[src/rtl/tdc_enc_pkg.sv]
// tdc_enc_pkg: shared widths, scheduler state and result word for the TDC fine-code encode path
package tdc_enc_pkg;
    localparam int RAW_W = 63;
    localparam int BIN_W = 7;

    typedef enum logic [2:0] {IDLE, ENC_TOA, ENC_TOT, ENC_CAL, OUT} enc_state_t;

    typedef struct packed {
        logic [BIN_W-1:0] toa_fine;
        logic [BIN_W-1:0] tot_fine;
        logic [BIN_W-1:0] cal_fine;
        logic [1:0]       toa_berr;
        logic [1:0]       tot_berr;
        logic [1:0]       cal_berr;
        logic             any_berr;
    } fine_result_t;
endpackage

[src/rtl/tdc_fine_encode_scheduler.sv]
// tdc_fine_encode_scheduler: time-multiplexes one shared fine encoder over the TOA, TOT and CAL
// samples of a hit and presents one registered result word with a valid/ready handshake
module tdc_fine_encode_scheduler
    import tdc_enc_pkg::*;
#(
    parameter int DROP_W = 8
) (
    input  logic              clk,
    input  logic              rstn,
    input  logic              hit_valid,
    output logic              hit_ready,
    input  logic [RAW_W-1:0]  toa_raw,
    input  logic [RAW_W-1:0]  tot_raw,
    input  logic [RAW_W-1:0]  cal_raw,
    input  logic [1:0]        level,
    output logic              out_valid,
    input  logic              out_ready,
    output logic [BIN_W-1:0]  toa_fine,
    output logic [BIN_W-1:0]  tot_fine,
    output logic [BIN_W-1:0]  cal_fine,
    output logic [1:0]        toa_berr,
    output logic [1:0]        tot_berr,
    output logic [1:0]        cal_berr,
    output logic              any_berr,
    output logic [DROP_W-1:0] drop_cnt,
    output logic [RAW_W-1:0]  enc_in,
    output logic [1:0]        enc_level,
    input  logic [BIN_W-1:0]  enc_bin,
    input  logic [1:0]        enc_berr
);
    enc_state_t   state;
    fine_result_t res;
    logic [RAW_W-1:0] tot_h;
    logic [RAW_W-1:0] cal_h;

    // enc_in and enc_level are themselves the TOA sample and level holding registers
    always_ff @(posedge clk) begin
        if (!rstn) begin
            state     <= IDLE;
            hit_ready <= 1'b1;
            out_valid <= 1'b0;
            res       <= '0;
            tot_h     <= '0;
            cal_h     <= '0;
            enc_in    <= '0;
            enc_level <= 2'd1;
            drop_cnt  <= '0;
        end else begin
            if (hit_valid && !hit_ready && drop_cnt != '1)
                drop_cnt <= drop_cnt + 1'b1;
            case (state)
                IDLE: if (hit_valid) begin
                    enc_in    <= toa_raw;
                    tot_h     <= tot_raw;
                    cal_h     <= cal_raw;
                    enc_level <= (level == 2'd0) ? 2'd1 : level;
                    hit_ready <= 1'b0;
                    state     <= ENC_TOA;
                end
                ENC_TOA: begin
                    res.toa_fine <= enc_bin;
                    res.toa_berr <= enc_berr;
                    res.any_berr <= |enc_berr;
                    enc_in       <= tot_h;
                    state        <= ENC_TOT;
                end
                ENC_TOT: begin
                    res.tot_fine <= enc_bin;
                    res.tot_berr <= enc_berr;
                    res.any_berr <= res.any_berr | (|enc_berr);
                    enc_in       <= cal_h;
                    state        <= ENC_CAL;
                end
                ENC_CAL: begin
                    res.cal_fine <= enc_bin;
                    res.cal_berr <= enc_berr;
                    res.any_berr <= res.any_berr | (|enc_berr);
                    enc_in       <= '0;
                    enc_level    <= 2'd1;
                    out_valid    <= 1'b1;
                    state        <= OUT;
                end
                OUT: if (out_ready) begin
                    out_valid <= 1'b0;
                    hit_ready <= 1'b1;
                    state     <= IDLE;
                end
                default: state <= IDLE;
            endcase
        end
    end

    assign toa_fine = res.toa_fine;
    assign tot_fine = res.tot_fine;
    assign cal_fine = res.cal_fine;
    assign toa_berr = res.toa_berr;
    assign tot_berr = res.tot_berr;
    assign cal_berr = res.cal_berr;
    assign any_berr = res.any_berr;
endmodule

[config.mk]
export PLATFORM = sky130hd
export DESIGN_NAME = tdc_fine_encode_scheduler
export DESIGN_NICKNAME = d
export VERILOG_FILES = /design/src/rtl/tdc_enc_pkg.sv /design/src/rtl/tdc_fine_encode_scheduler.sv
export SDC_FILE = /design/constraint.sdc
export NUM_CORES = 1
export LEC_CHECK = 0
export CORE_ASPECT_RATIO = 1.1
export CORE_MARGIN = 4
export CORE_UTILIZATION = 48
export DETAILED_ROUTE_END_ITERATION = 10
export GPL_ROUTABILITY_DRIVEN = 0
export PLACE_DENSITY_LB_ADDON = 0.2
export SYNTH_ARGS = -nofsm -noshare
export SYNTH_HDL_FRONTEND = slang
export SYNTH_SLANG_ARGS = --single-unit
[constraint.sdc]
create_clock -name clk -period 1.6 [get_ports clk]
set_clock_uncertainty 0.05 [all_clocks]
set_input_delay 0.24 -clock clk [delete_from_list [all_inputs] [get_ports clk]]
set_output_delay 0.24 -clock clk [all_outputs]
set_load 0.01 [all_outputs]
==> results by group <==
Hold path
  – Cell depth of the worst hold path: 3
  – Hold Crit Class: primary input to flop
  – HP Start: rstn

Power and ir drop
  – Reg power frac: 41.3%
  – Maximum vdd drop: 0.867 mV
  – Internal power: 11.6 mW
  – Sw Ratio: 27.7%
  – Psw: 4.43 mW
  – Clk pwr share: 33.3%
  – Leak: 6.23 nW
  – Total power divided by cell area: 1060 nW/um^2
  – Gate power share: 25.4%

Global routing
  – First-pass GRT wire length: 48300 um
  – Vias in the first global route: 9476
  – Global route overflow: 0
  – All-layer global routing usage: 24.2%
  – Initial antenna violation count: 1
  – Largest net degree at the start of global routing: 80

Synthesis
  – Area leader, netlist: dfxtp_1
  – Number of synthesized register bits: 232
  – Syn. warnings: 0
  – Net count after synthesis: 1377
  – Mapped Area: 10400 um^2
  – Syn Area/Cell: 8.84 um^2
  – EDFF count, synth: 0
  – FFs w/ async S/R, synth: 0%
  – Mapped Cells: 1172
  – Distinct cell type count after synthesis: 43
  – Top_reg_cell synth: dfxtp_1
  – Synth top cells by count: nand2_1, dfxtp_1, a21oi_1, nand3b_1, a211o_1
  – Sequential-to-total area share from yosys stat: 44.8%
  – Synth top area cells: dfxtp_1, a21oi_1, nand2_1, nand3b_1, a211o_1
  – Top-count cell post-synth: nand2_1
  – Top cell type's share of synthesized area: 44.8%

Place
  – Cell area after placement: 13800 um^2
  – PortBufs: 306
  – Post-DP HPWL: 20000 um

Timing
  – RSZ-0062 raised after global routing: true
  – Final worst-path cycle share: 104%
  – Fmax: 0.603 GHz
  – Slew Limit Fails: 0
  – Final setup viols: 22
  – Worst Max-Slew Pin Slew: 602 ps
  – Endpoints failing hold: 0
  – Max-slew headroom: 59.8%
  – Setup ws final: -58.8 ps
  – Minimum clock period: 1660 ps

Cells and area
  – Area Growth Syn to Fin: 46.6%
  – Final nets: 1670
  – Layout fillers: 1707
  – Util after Layout: 71.3%
  – Cell area after layout: 15200 um^2
  – Share of layout cells above drive strength 1: 15.5%

Worst setup path
  – Buf/Inv on CP: 1
  – FF-to-FF path depth: 4
  – CP required: 1910 ps
  – Crit path largest cell delay: 670 ps
  – Slowest CP cell: or4b_4
  – Cell Chain, Critical Path: or4b_4 -> buf_12 -> nand2_1 -> a21oi_2
  – CP Launch Type: flop
  – Crit. End Element: flop
  – Crit Path Category: flop to flop
  – Critical path peak fanout: 39
  – Reg-to-Reg Start: state[0]$_SDFFE_PN0P_
  – Delay-heaviest family, CP: simple AND/OR/NAND/NOR gates
  – Worst Path Arrival: 1970 ps
  – Critical Path Start: state[0]$_SDFFE_PN0P_
  – Critical path depth: 4

Outcome
  – Status: complete, but fails checks
  – Failing checks: negative setup slack

Clock network
  – Root Buffer: clkbuf_16
  – Worst-Skew Late Latency: 510 ps
  – Clock-pin transition on the worst setup and hold timing paths: 60 ps
  – CTS Buf Count: 25
  – Clock sink total: 232
  – CTS tree: yes
  – H-tree Lvls: 1
  – CTS Buffer Depth: 3
  – Hold-fix buffers, CTS: 0

Routing
  – Via/cell ratio: 5.61
  – Post-route DRC violation count: 0
  – Total number of vias: 9931
  – Detailed-router iteration count before antenna repair: 5
  – Final WL: 33200 um
  – Iteration-0 DRC Markers: 504
  – Final ANT Viol Nets: 0
  – Drt wl/cell: 18.7 um

Floorplan
  – I/O Pins: 307
  – Starting Density: 48.7%
  – Placement Rows: 56
  – Core Box Area: 21300 um^2
  – Die area: 24000 um^2
  – Die H: 162 um
  – Die X-Extent: 148 um

Flow run
  – MaxCap Viol Count: 0
power by group through the flow:
| stage | clock network [mW] | registers [mW] | logic (mW) |
|---|---|---|---|
| 6_report | 5.34 | 6.63 | 4.06 |
| 5_1_grt | 5.68 | 6.68 | 4.36 |
| 4_1_cts | 5.45 | 6.62 | 3.64 |
| 3_5_place_dp | 0 | 6.74 | 3.73 |
| 3_3_place_gp | 0 | 6.73 | 3.69 |
| 2_1_floorplan | 0 | 6.82 | 2.01 |
final cells by class:
type | instances | area (um^2) | share of cell area [%]
repair buffers | 387 | 4160 | 27.4
diodes | 1 | 2.50 | 0.0165
clock inverters | 4 | 22.5 | 0.148
multi-input cells | 815 | 5240 | 34.5
inverters | 4 | 17.5 | 0.115
well taps | 290 | 363 | 2.39
flip-flops and latches | 232 | 4660 | 30.7
clock buffers | 37 | 731 | 4.81
flip-flops by register name, summed over array words and instances, names as in the netlist:
register,flops
cal_h,63
enc_in,63
tot_h,63
drop_cnt,8
cal_fine,7
toa_fine,7
tot_fine,7
state,3
cal_berr,2
enc_level,2
toa_berr,2
tot_berr,2
any_berr,1
hit_ready,1
out_valid,1
kinds of logic after synthesis:
group / Yosys count / synth area share [%]
compound gates: 339 / 22.8
fa+ha+maj: 1 / 0.121
buf+inv: 125 / 7.49
mux: 31 / 2.99
xor+xnor: 1 / 0.0845
simple gates: 443 / 21.7
flops: 232 / 44.8
worst paths after layout:
kind | end | slack, ps
worst max-delay path | cal_h[17]$_SDFFE_PN0P_ | -60
worst min-delay path | hit_ready$_SDFFE_PN1P_ | 200
worst min register to register | cal_h[36]$_SDFFE_PN0P_ | 400
worst max register to register | cal_h[17]$_SDFFE_PN0P_ | -60
worst reg2reg max path: cells and delay by family, from the launching register on:
family,cells,cell delay (ps)
buffers and inverters,1,220
DFF,1,370
AOI/OAI and AO/OA,1,70
and+or+nand+nor,2,810
stage by stage:
step	hold slack, ps	TNS (ps)	worst slack, ps	total power, mW	std cells
2_1_floorplan	323	0	140	8.83	1172
3_3_place_gp	391	-57960	-397	10.4	1699
3_5_place_dp	397	-61500	-420	10.5	1699
4_1_cts	181	-45.1	-18.7	15.7	1743
5_1_grt	214	-5380	-97.1	16.7	1770
6_report	196	-356	-58.8	16.0	1770
layer usage:
layer	GRT usage, %	part of all wire (%)	vias up
met3	5.13	7.8	85
met2	40.4	49	374
li1	-	-	4750
met5	0	0	-
met1	30.4	40	4722
met4	10.4	3.8	0
repair_timing:
item	in CTS	in global routing
endpoints found under the setup margin	147	133
cloned	2	15
pin swaps	1	34
setup buffers	1	11
resized for setup	107	92
placed cells by master (no fill, tap or decap), types with 6 or more instances in the layout:
| cell | synthesis | final |
|---|---|---|
| a211o_1 | 63 | 63 |
| a21oi_1 | 199 | 169 |
| a21oi_2 | 0 | 30 |
| buf_12 | 0 | 28 |
| buf_4 | 9 | 32 |
| buf_6 | 32 | 6 |
| clkbuf_1 | 49 | 6 |
| clkbuf_16 | 0 | 35 |
| clkbuf_8 | 0 | 6 |
| clkdlybuf4s50_1 | 0 | 202 |
| dfxtp_1 | 232 | 228 |
| dlygate4sd2_1 | 0 | 100 |
| mux2i_1 | 31 | 31 |
| nand2_1 | 261 | 239 |
| nand2_2 | 0 | 6 |
| nand2_4 | 0 | 16 |
| nand3b_1 | 127 | 127 |
| nor2_1 | 31 | 30 |
| o221a_1 | 17 | 17 |
| o221a_2 | 46 | 46 |
No activity file was read; power rests on OpenSTA's default activity.
